===== config.mk =====
export PLATFORM = sky130hd
export DESIGN_NAME = ace_ps2_keymatrix
export DESIGN_NICKNAME = d
export VERILOG_FILES = /design/src/rtl/ace_ps2_keymatrix.sv
export SDC_FILE = /design/constraint.sdc
export NUM_CORES = 1
export LEC_CHECK = 0
export CORE_MARGIN = 10
export CORE_UTILIZATION = 65
export DETAILED_ROUTE_END_ITERATION = 7
export HOLD_SLACK_MARGIN = 0.08
export MAX_ROUTING_LAYER = met4
export PLACE_DENSITY = 0.88
export SLEW_MARGIN = 20
export SYNTH_ARGS = -nofsm -noshare
export SYNTH_HDL_FRONTEND = slang
export SYNTH_SLANG_ARGS = --single-unit

===== constraint.sdc =====
create_clock -name clk -period 5.3 [get_ports clk]
set_input_delay 1.59 -clock clk [delete_from_list [all_inputs] [get_ports clk]]
set_output_delay 1.59 -clock clk [all_outputs]
set_load 0.05 [all_outputs]

===== src/rtl/ace_ps2_keymatrix.sv =====
// PS/2 keyboard front end for the Jupiter Ace: receives Set 2 scancode
// frames, keeps an 8x5 key matrix, and answers the CPU row select with
// active-low column bits.
module ace_ps2_keymatrix #(
  parameter int FILTER_LEN = 8,
  parameter int TIMEOUT    = 6500
) (
  input  logic       clk,
  input  logic       rst_n,
  input  logic       ps2clk,
  input  logic       ps2data,
  input  logic [7:0] rows,
  output logic [4:0] kbd,
  output logic [7:0] code,
  output logic       code_valid,
  output logic       frame_err
);

  localparam int FW = $clog2(FILTER_LEN + 1);
  localparam int TW = $clog2(TIMEOUT + 1);
  localparam logic [FW-1:0] FILT_LAST = FW'(FILTER_LEN - 1);
  localparam logic [TW-1:0] TO_LAST   = TW'(TIMEOUT - 1);

  typedef enum logic [1:0] {S_IDLE, S_DATA, S_PARITY, S_STOP} state_t;

  logic [1:0]      r_clk_sync, r_dat_sync;
  logic [FW-1:0]   r_filt_cnt;
  logic            r_filt_clk;
  logic            w_fall, w_bit;
  state_t          r_state, w_state_next;
  logic [7:0]      r_shift;
  logic [2:0]      r_bit_cnt;
  logic            r_parity;
  logic [TW-1:0]   r_to_cnt;
  logic            w_timeout, w_accept, w_reject;
  logic [7:0]      r_code;
  logic            r_code_valid, r_frame_err;
  logic            r_brk, r_ext;
  logic [2:0]      r_skip;
  logic [7:0][4:0] r_matrix;
  logic            w_key_hit;
  logic [2:0]      w_key_row, w_key_col;
  logic [4:0]      w_cols;

  // Key map lookup: returns {hit, row, col} for a byte and its E0 prefix.
  function automatic logic [6:0] key_lookup(input logic [7:0] b, input logic ext);
    logic [6:0] k;
    k = '0;
    if (ext) begin
      case (b)
        8'h14:   k = {1'b1, 3'd0, 3'd1};
        8'h5A:   k = {1'b1, 3'd6, 3'd0};
        default: k = '0;
      endcase
    end else begin
      case (b)
        8'h12, 8'h59: k = {1'b1, 3'd0, 3'd0};
        8'h14: k = {1'b1, 3'd0, 3'd1};
        8'h1A: k = {1'b1, 3'd0, 3'd2};
        8'h22: k = {1'b1, 3'd0, 3'd3};
        8'h21: k = {1'b1, 3'd0, 3'd4};
        8'h1C: k = {1'b1, 3'd1, 3'd0};
        8'h1B: k = {1'b1, 3'd1, 3'd1};
        8'h23: k = {1'b1, 3'd1, 3'd2};
        8'h2B: k = {1'b1, 3'd1, 3'd3};
        8'h34: k = {1'b1, 3'd1, 3'd4};
        8'h15: k = {1'b1, 3'd2, 3'd0};
        8'h1D: k = {1'b1, 3'd2, 3'd1};
        8'h24: k = {1'b1, 3'd2, 3'd2};
        8'h2D: k = {1'b1, 3'd2, 3'd3};
        8'h2C: k = {1'b1, 3'd2, 3'd4};
        8'h16: k = {1'b1, 3'd3, 3'd0};
        8'h1E: k = {1'b1, 3'd3, 3'd1};
        8'h26: k = {1'b1, 3'd3, 3'd2};
        8'h25: k = {1'b1, 3'd3, 3'd3};
        8'h2E: k = {1'b1, 3'd3, 3'd4};
        8'h45: k = {1'b1, 3'd4, 3'd0};
        8'h46: k = {1'b1, 3'd4, 3'd1};
        8'h3E: k = {1'b1, 3'd4, 3'd2};
        8'h3D: k = {1'b1, 3'd4, 3'd3};
        8'h36: k = {1'b1, 3'd4, 3'd4};
        8'h4D: k = {1'b1, 3'd5, 3'd0};
        8'h44: k = {1'b1, 3'd5, 3'd1};
        8'h43: k = {1'b1, 3'd5, 3'd2};
        8'h3C: k = {1'b1, 3'd5, 3'd3};
        8'h35: k = {1'b1, 3'd5, 3'd4};
        8'h5A: k = {1'b1, 3'd6, 3'd0};
        8'h4B: k = {1'b1, 3'd6, 3'd1};
        8'h42: k = {1'b1, 3'd6, 3'd2};
        8'h3B: k = {1'b1, 3'd6, 3'd3};
        8'h33: k = {1'b1, 3'd6, 3'd4};
        8'h29: k = {1'b1, 3'd7, 3'd0};
        8'h3A: k = {1'b1, 3'd7, 3'd1};
        8'h31: k = {1'b1, 3'd7, 3'd2};
        8'h32: k = {1'b1, 3'd7, 3'd3};
        8'h2A: k = {1'b1, 3'd7, 3'd4};
        default: k = '0;
      endcase
    end
    return k;
  endfunction

  // Two-flop synchronisers for the asynchronous PS/2 lines (idle high).
  // NOTE: sequential state uses non-blocking assignments so every flop
  // samples the pre-edge values and the shift chain really is two stages.
  always_ff @(posedge clk) begin
    if (!rst_n) begin
      r_clk_sync <= 2'b11;
      r_dat_sync <= 2'b11;
    end else begin
      r_clk_sync <= {r_clk_sync[0], ps2clk};
      r_dat_sync <= {r_dat_sync[0], ps2data};
    end
  end

  // The filtered clock flips on the FILTER_LEN-th consecutive differing sample.
  assign w_bit  = r_dat_sync[1];
  assign w_fall = r_filt_clk & ~r_clk_sync[1] & (r_filt_cnt == FILT_LAST);

  // Glitch filter on the synchronised PS/2 clock.
  always_ff @(posedge clk) begin
    if (!rst_n) begin
      r_filt_cnt <= '0;
      r_filt_clk <= 1'b1;
    end else if (r_clk_sync[1] == r_filt_clk) begin
      r_filt_cnt <= '0;
    end else if (r_filt_cnt == FILT_LAST) begin
      r_filt_clk <= r_clk_sync[1];
      r_filt_cnt <= '0;
    end else begin
      r_filt_cnt <= r_filt_cnt + 1'b1;
    end
  end

  // Receiver state register.
  always_ff @(posedge clk) begin
    if (!rst_n) r_state <= S_IDLE;
    else        r_state <= w_state_next;
  end

  // Receiver next state, frame accept/reject and timeout decisions.
  // NOTE: every output of this block is defaulted first so no latch is inferred.
  always_comb begin
    w_state_next = r_state;
    w_accept     = 1'b0;
    w_reject     = 1'b0;
    w_timeout    = 1'b0;
    if ((r_state != S_IDLE) && !w_fall && (r_to_cnt == TO_LAST)) begin
      w_timeout    = 1'b1;
      w_state_next = S_IDLE;
    end else if (w_fall) begin
      case (r_state)
        S_IDLE:   if (!w_bit) w_state_next = S_DATA;
        S_DATA:   if (r_bit_cnt == 3'd7) w_state_next = S_PARITY;
        S_PARITY: w_state_next = S_STOP;
        S_STOP: begin
          w_state_next = S_IDLE;
          if (w_bit && (^{r_shift, r_parity})) w_accept = 1'b1;
          else                                 w_reject = 1'b1;
        end
        default:  w_state_next = S_IDLE;
      endcase
    end
  end

  // Receiver datapath: shift register, bit counter, idle timer and strobes.
  // NOTE: the key matrix and all decoder state are reset explicitly; a
  // power-up matrix with random pressed keys would be visible to the CPU.
  always_ff @(posedge clk) begin
    if (!rst_n) begin
      r_shift      <= '0;
      r_bit_cnt    <= '0;
      r_parity     <= 1'b0;
      r_to_cnt     <= '0;
      r_code       <= '0;
      r_code_valid <= 1'b0;
      r_frame_err  <= 1'b0;
    end else begin
      r_code_valid <= w_accept;
      r_frame_err  <= w_reject | w_timeout;
      if (w_accept) r_code <= r_shift;
      if (r_state == S_IDLE) begin
        r_bit_cnt <= '0;
      end else if (w_fall && (r_state == S_DATA)) begin
        r_shift   <= {w_bit, r_shift[7:1]};
        r_bit_cnt <= r_bit_cnt + 1'b1;
      end
      if (w_fall && (r_state == S_PARITY)) r_parity <= w_bit;
      if ((r_state == S_IDLE) || w_fall || w_timeout) r_to_cnt <= '0;
      else                                            r_to_cnt <= r_to_cnt + 1'b1;
    end
  end

  assign {w_key_hit, w_key_row, w_key_col} = key_lookup(r_code, r_ext);

  // Scancode decoder: prefix flags, Pause swallowing and matrix updates.
  always_ff @(posedge clk) begin
    if (!rst_n) begin
      r_brk    <= 1'b0;
      r_ext    <= 1'b0;
      r_skip   <= '0;
      r_matrix <= '0;
    end else if (r_code_valid) begin
      if (r_skip != 3'd0) begin
        r_skip <= r_skip - 1'b1;
      end else begin
        case (r_code)
          8'hF0: r_brk  <= 1'b1;
          8'hE0: r_ext  <= 1'b1;
          8'hE1: r_skip <= 3'd7;
          8'hAA, 8'hFC, 8'h00, 8'hFF: begin
            r_brk <= 1'b0;
            r_ext <= 1'b0;
          end
          default: begin
            if (w_key_hit) r_matrix[w_key_row][w_key_col] <= ~r_brk;
            r_brk <= 1'b0;
            r_ext <= 1'b0;
          end
        endcase
      end
    end
  end

  // Wired-OR column read: every selected (low) row contributes its keys.
  always_comb begin
    w_cols = '0;
    for (int r = 0; r < 8; r++) begin
      if (!rows[r]) w_cols = w_cols | r_matrix[r];
    end
  end

  assign kbd        = ~w_cols;
  assign code       = r_code;
  assign code_valid = r_code_valid;
  assign frame_err  = r_frame_err;

endmodule


# Word level (Yosys, flattened, before mapping)
# Memory sizes are Yosys's and may differ from the RTL's. A register that Yosys moved wholly into a read port is not among the register bits.
# Index checks and enable logic that the tools add are counted.
classes:
  n_bitwise: 20
  n_lt_le_gt_ge: 4
  n_mux: 34
  add_sub_neg: 4
  eq_ne: 17
  reduce_logical: 30
ops:
  columns: ["operator", "n"]
  rows:
  - ["equality test 8 bit, second input constant", 6]
  - ["two-way mux 5 bit", 9]
  - ["bitwise mux 40 bit", 1]
  - ["OR 5 bit", 7]
  - ["two-way mux 7 bit", 4]
  - ["demux 5 bit (select 3 bit)", 1]
  - ["one-hot mux 7 bit (2 select lines)", 1]
  - ["adder 13 x 1 -> 13 bit, second input constant", 1]
  - ["equality test 13 bit, second input constant", 1]
  - ["two-way mux 1 bit", 10]
  - ["OR reduction 2 bit", 5]
  - ["inverter 1 bit", 9]
  - ["AND reduction 3 bit", 3]
  - ["parity 9 bit", 1]
  - ["equality test 8 x 5 -> 1 bit, second input constant", 1]
  - ["equality test 8 x 7 -> 1 bit, second input constant", 1]
  - ["zero test 8 bit", 1]
  - ["less-than comparator 3 x 4 -> 1 bit, second input constant", 2]
  - ["one-hot mux 2 bit (4 select lines)", 1]
  - ["logical AND 1 bit", 7]
  - ["OR reduction 7 bit", 1]
  - ["greater-or-equal comparator 3 x 1 -> 1 bit, second input constant", 2]
  - ["two-way mux 3 bit", 2]
  - ["AND reduction 2 bit", 3]
  - ["other kinds (22)", 29]
word_totals:
  reg_bits: 91
  output_inout_bits: 15
  inputBits: 12
  elab_cells: 133
  n_memories: 1
  romBits: 896
memory_table:
  columns: ["memory", "depth", "width", "rd", "rd_ports_with_merged_regs", "wr", "line", "source"]
  rows:
  - ["(no name shown)", 128, 7, 1, 1, 0, "56", "case (b)"]

# Depth between registers and ports, before layout
# Gate-level depths: netlist of run 1.
logic_depth:
  word_depth: 16
  ltp_mapped: 17
  ltp_nobuf: 14

# Least setup slack after synthesis of run 1
# No wires, ideal clock.
synth_path:
  kind: "input port to output port"
  startpoint: "input port rows[6]"
  endpoint: "output port kbd[0]"
  setup_slack_ps: 500
  required_time_ps: 3710
  cell_stages: 2
  arrival_time_ps: 3210
  n_path_buf: 0
  cell_sequence: "o22ai_1 -> nor4_1"
synth_between:
  elab_chain_len: 4
synth_lines:
  columns: ["element", "line", "source"]
  rows:
  - ["start: declaration", "12", "input logic [7:0] rows,"]
  - ["two-way mux 5 bit (*)", "229", "if (!rows[r]) w_cols = w_cols | r_matrix[r];"]
  - ["OR 5 bit", "229", null]
  - ["two-way mux 5 bit (*)", "229", null]
  - ["inverter 5 bit (*)", "233", "assign kbd = ~w_cols;"]
  - ["end: declaration", "13", "output logic [4:0] kbd,"]
# Every way passes the cells marked *; elsewhere a longest branch is shown, timed or not.

# Final worst setup path of run 1
layout_path:
  startpoint: "input port rows[7]"
  endpoint: "output port kbd[0]"
layout_between:
  elab_chain_len: 2
layout_lines:
  columns: ["element", "line"]
  rows:
  - ["two-way mux 5 bit", "229"]
  - ["inverter 5 bit", "233"]
# No other way between the ends.

==> metrics.txt, run 1 <==
post-synth net total=684; Setup Fix Bufs, Post-CTS=0; worst max-slew margin expressed relative to the limit=0.275; main area contributors after synthesis=sky130_fd_sc_hd__dfxtp_1, sky130_fd_sc_hd__a21oi_1, sky130_fd_sc_hd__ha_1; cell accounting for the most synthesized area=sky130_fd_sc_hd__dfxtp_1; via count of the first global-routing pass=4,510; outcome=finished, final reports clean; number of iterations in the first detailed-routing pass=6; flip-flop and latch count after synthesis=98; level count of the clock H-tree=3; Gate Count Post-Synth=653; largest clock skew in the final design=16.0 ps; overall global routing resource usage=0.207; wire length of the first global-routing pass=21,700 microns; number of resized instances in the post-cts repair step=0; Hold/Removal Path Class=reg2reg; overall power after layout=1.25 mW; total die area=12,500 sq um; number of design-rule violations left by the first detailed-router iteration=421; number of clock sinks seen by CTS=98; vias per inst=6.22; unrepaired setup endpoints after global routing=no; transition time at the pin with the least slew margin=1080 ps; proportion of layout cells with a drive suffix above 1=0.0773; Hold Crit Start=r_dat_sync[0]; arrival time at the worst endpoint=3040 ps; number of nets at the end of the flow=686; height of the chip=112 microns; crit path max fanout=5; total clock buffers created by CTS=9; Final GP Congestion=0.997; max-slew violation total from the final report=0; Pwr per Cell Area=211 nW/um^2; grt ovf=0; drt drc=0; share of the clock period used by the worst path after layout=0.874; ys async rst share=0; share of the synthesized area in the top cell type=0.357; # placed instances=749; Post-Route WL=12,900 microns; Routed Antenna Nets=0; peak clock frequency supported by timing=216 MHz; final hold viol count=0; placeable core area=8220 sq um; clock transition at the registers of the reported paths=100 ps; part of the Yosys area used for sequential elements=0.357; Starting Density=0.669; hold_buf cts=0; Critical Path RT=3710 ps; routed wire length per instance=16.9 microns; worst hold margin=420 ps; Setup crit start kind=input port; root buffer cell=sky130_fd_sc_hd__clkbuf_8; max-cap check violation count=0; mean post-synth cell area=8.42 sq um; Die W=112 microns; Leak=1.88 nW; Final HPWL DP=9170 microns; Yosys warning total=0; final instance count without filler cells=765; Skew-Pair Late Insertion Delay=370 ps; I/O pin count=27; Synth Flop Type=sky130_fd_sc_hd__dfxtp_1; largest net degree at the start of global routing=54; final core utilization=0.718; setup violators final=0; critical path class=in2out; Max rail drop VDD=0.000165 V; number of buffers on the longest clock path=2; total negative slack=0 ps; number of antenna diodes=0; synthesis-to-finish area growth=7.28%; sort of element at the end of the critical path=output port; library cells used by synthesis=78; row cnt=33; CTS tree=done; Post-synth EDFFs=0; number of input and output port buffers inserted=26; final worst path period need=4630 ps; summed instance area of the synthesized netlist=5500 sq um; number of antenna violations at the first check in global routing=0; launch point of the worst reg-to-reg path=r_shift[3]; overall via count from detail_route=4,760; Critical Path Source=rows[7]
==> cell families after synthesis <==
| logic type | Yosys count | share of synthesized area |
|---|---|---|
| muxes | 25 | 0.0496 |
| buffers and inverters | 99 | 0.0792 |
| xor gates and xnor gates | 21 | 0.0387 |
| AOI/OAI and AO/OA | 171 | 0.211 |
| adders and majority gates | 19 | 0.0432 |
| and+or+nand+nor | 220 | 0.222 |
| DFF | 98 | 0.357 |
==> worst max-delay path, cell delays in order <==
cell and delay [ps]:
sky130_fd_sc_hd__clkdlybuf4s50_1 600, sky130_fd_sc_hd__o22ai_1 140, sky130_fd_sc_hd__nor4_1 420, sky130_fd_sc_hd__buf_4 280
==> synthesized netlist by cell type (6+ instances only) <==
library cell               number
sky130_fd_sc_hd__nand3_1       23
sky130_fd_sc_hd__dfxtp_1       98
sky130_fd_sc_hd__buf_2          9
sky130_fd_sc_hd__nand2_1       51
sky130_fd_sc_hd__inv_1         56
sky130_fd_sc_hd__a21oi_1       51
sky130_fd_sc_hd__ha_1          19
sky130_fd_sc_hd__nand2b_1      14
sky130_fd_sc_hd__and2_1        12
sky130_fd_sc_hd__nor3_1        12
sky130_fd_sc_hd__mux2i_1       21
sky130_fd_sc_hd__and3_1         6
sky130_fd_sc_hd__xor2_1        11
sky130_fd_sc_hd__nor2_1        47
sky130_fd_sc_hd__o22ai_1       24
sky130_fd_sc_hd__clkbuf_1      21
sky130_fd_sc_hd__a311oi_1      25
sky130_fd_sc_hd__o21ai_0       25
sky130_fd_sc_hd__nor4_1         8
sky130_fd_sc_hd__xnor2_1        8
==> per-layer routing <==
metal	wire length [microns]	part of all wire	global-route usage	vias to the layer above
li1	-	-	-	2338
met1	5680	0.44	0.262	2207
met2	6060	0.47	0.319	181
met3	889	0.069	0.0386	34
met4	313	0.024	0.0812	0
met5	0	0	-	-
==> through the flow <==
stage	worst slack, ps	instance area, sq um
after floorplan	500	5500
after global placement	804	5700
after detailed placement	787	5700
after CTS	743	5900
after global routing	679	5900
final	670	5900
==> final cells by class <==
type	count	area [sq um]
Timing Repair Buffer	31	285
Inverter	59	221
Clock inverter	6	60.1
Sequential cell	98	1960
Multi-Input combinational cell	456	3100
Tap cell	105	131
Fill cell	615	2320
Clock buffer	10	138
==> state kept, by name, summed over array words and instances, names as in the netlist, 2 cells and up, named ones only <==
register / count
r_shift: 8
r_to_cnt: 13
r_skip: 3
r_bit_cnt: 3
r_state: 2
code: 8
r_clk_sync: 2
r_dat_sync: 2
r_matrix: 40
r_filt_cnt: 4
==> final timing paths <==
path                    to  cells after the start  slack [ps]
max reg2reg           flop                     12        1440
max                 kbd[0]                      4         670
min          r_dat_sync[1]                      1         420
min reg2reg  r_dat_sync[1]                      1         420
==> where the power goes <==
| part | switching, mW | leakage, nW | internal, mW |
|---|---|---|---|
| logic | 0.0175 | 1.00 | 0.0107 |
| registers | 0.000862 | 0.790 | 0.737 |
| clock network | 0.286 | 0.0942 | 0.194 |
==> layout by cell type (no fill, tap or decap), drive strengths merged, types with 23 or more instances in the layout <==
cell    instances
o21ai          26
nand2          51
nand3          23
nor2           48
mux2i          23
a21oi          53
dfxtp          98
inv            60
a311oi         28
o22ai          24
No activity file was read; power rests on OpenSTA's default activity.
==> inputs of run 2 (changes only) <==
- CORE_MARGIN: 10 -> 2
- SLEW_MARGIN: 20 -> 10
==> run 2 against run 1 <==
Net effect: flip-flop and latch count did not move; largest power group unchanged; critical path depth did not move; fmax up 1.4%; first-iteration DRC count is 13% lower; power grew 3.2%; non-clock buffer count increased by 1; critical path type unchanged.
==> metrics.txt, run 2 (same netlist as run 1, synthesis figures left out) <==
critical path class=in2out; arrival time at the worst endpoint=2980 ps (-60 ps); crit path max fanout=5 (unchanged); Setup crit start kind=input port; number of design-rule violations left by the first detailed-router iteration=368 (-13%); number of input and output port buffers inserted=26 (unchanged); final hold viol count=0 (unchanged); leading cell type in the layout, fill and taps excluded=sky130_fd_sc_hd__dfxtp_1; number of resized instances in the post-cts repair step=0 (unchanged); number of clock sinks seen by CTS=98 (unchanged); top flop regs=r_matrix: 40 flops, r_to_cnt: 13 flops; setup violators final=0 (unchanged); vias per inst=6.34 (+1.9%); wire length of the first global-routing pass=21,600 microns (-0.26%); largest clock skew in the final design=17.5 ps (+1.49 ps); I/O pin count=27 (unchanged); proportion of layout cells with a drive suffix above 1=0.0787 (+0.00140); number of buffers and inverters on the critical path=2 (unchanged); Setup Fix Bufs, Post-CTS=0 (unchanged); root buffer cell=sky130_fd_sc_hd__clkbuf_8; row cnt=33 (unchanged); Biggest register=r_matrix; worst max-slew margin expressed relative to the limit=0.332 (+0.0572); flip-flop count of the largest register after layout=40 (unchanged); number of antenna diodes=0 (unchanged); biggest cell delay along the critical path=590 ps (about the same); most frequent cells in the layout=sky130_fd_sc_hd__dfxtp_1, sky130_fd_sc_hd__inv_1, sky130_fd_sc_hd__nand2_1, sky130_fd_sc_hd__a21oi_1, sky130_fd_sc_hd__nor2_1; unrepaired setup endpoints after global routing=no; Final HPWL DP=9260 microns (+1.1%); Critical Path RT=3710 ps (about the same); Die W=96.0 microns (-14%); family of cells with the greatest summed delay on the critical path=buffers and inverters; overall via count from detail_route=4,856 (+2.0%); number of buffers on the longest clock path=2 (unchanged); Hold/Removal Path Class=reg2reg; level count of the clock H-tree=3 (unchanged); height of the chip=96.0 microns (-14%); sort of element at the end of the critical path=output port; outcome=finished, final reports clean; via count of the first global-routing pass=4,419 (-2.0%); synthesis-to-finish area growth=7.80%; Post-Route WL=13,100 microns (+1.1%); number of iterations in the first detailed-routing pass=6 (unchanged); Skew-Pair Late Insertion Delay=370 ps (about the same); drt drc=0 (unchanged); Starting Density=0.669 (unchanged); Pwr per Cell Area=217 nW/um^2 (+2.7%); Max rail drop VDD=0.000201 V (+22%); # placed instances=750 (+0.13%); grt ovf=0 (unchanged); number of nets at the end of the flow=687 (+0.15%); final instance count without filler cells=766 (+0.13%); Final GP Congestion=0.959 (-3.8%); max-slew violation total from the final report=0 (unchanged); peak clock frequency supported by timing=219 MHz (+1.4%); total die area=9210 sq um (-27%); total clock buffers created by CTS=9 (unchanged); Routed Antenna Nets=0 (unchanged); placeable core area=8220 sq um (unchanged); hold_buf cts=0 (unchanged); largest net degree at the start of global routing=54 (unchanged); clock transition at the registers of the reported paths=100 ps (about the same); transition time at the pin with the least slew margin=981 ps (-98.5 ps); Leak=1.91 nW (+1.3%); share of the clock period used by the worst path after layout=0.862 (-0.0120); number of antenna violations at the first check in global routing=0 (unchanged); slowest stage cell, crit path=sky130_fd_sc_hd__clkdlybuf4s50_1; total negative slack=0 ps (unchanged); CTS tree=done; final worst path period need=4570 ps (-63.5 ps); overall global routing resource usage=0.307 (+0.0998); max-cap check violation count=0 (unchanged); routed wire length per instance=17.1 microns (+0.93%); chain of cells forming the critical path=clkdlybuf4s50_1 > o22ai_1 > nor4_1 > buf_4
run 2: metrics by stage:
step / utilization / total power [mW] / instance area [sq um] / hold WS [ps] / worst slack, ps
6_report: 0.721 / 1.29 / 5930 / 422 / 733
5_1_grt: 0.721 / 1.33 / 5930 / 440 / 687
4_1_cts: 0.721 / 1.30 / 5930 / 430 / 767
3_5_place_dp: 0.695 / 0.783 / 5710 / 401 / 783
3_3_place_gp: 0.695 / 0.782 / 5710 / 391 / 838
2_1_floorplan: - / 0.767 / 5500 / 386 / 500
run 2: report_power, final:
group | internal (mW) | switching, mW | leakage (nW)
Clock | 0.252 | 0.268 | 0.112
Sequential | 0.737 | 0.000922 | 0.790
Combinational | 0.0107 | 0.0175 | 1.01
Total | 1.00 | 0.287 | 1.91
run 2: cell type report:
class | count | area, sq um
timing repair buffer | 32 | 293
multi-input combinational | 456 | 3100
fill | 610 | 2290
clock buffer | 11 | 151
sequential | 98 | 1960
tap | 105 | 131
clock inverter | 5 | 67.6
inverter | 59 | 221
run 2: worst paths after layout:
path                                    start             to  slack (ps)  cells after the start
worst min-delay path            r_dat_sync[0]  r_dat_sync[1]         420                      1
worst min register to register  r_dat_sync[0]  r_dat_sync[1]         420                      1
worst max-delay path                  rows[7]         kbd[3]         730                      4
worst max register to register     r_shift[3]           flop        1150                     11
run 2: metal layers:
metal / up-vias / global-route usage / routed length, microns
li1: 2339 / - / -
met1: 2308 / 0.402 / 5730
met2: 177 / 0.477 / 6230
met3: 32 / 0.0548 / 821
met4: 0 / 0.108 / 298
met5: - / - / 0
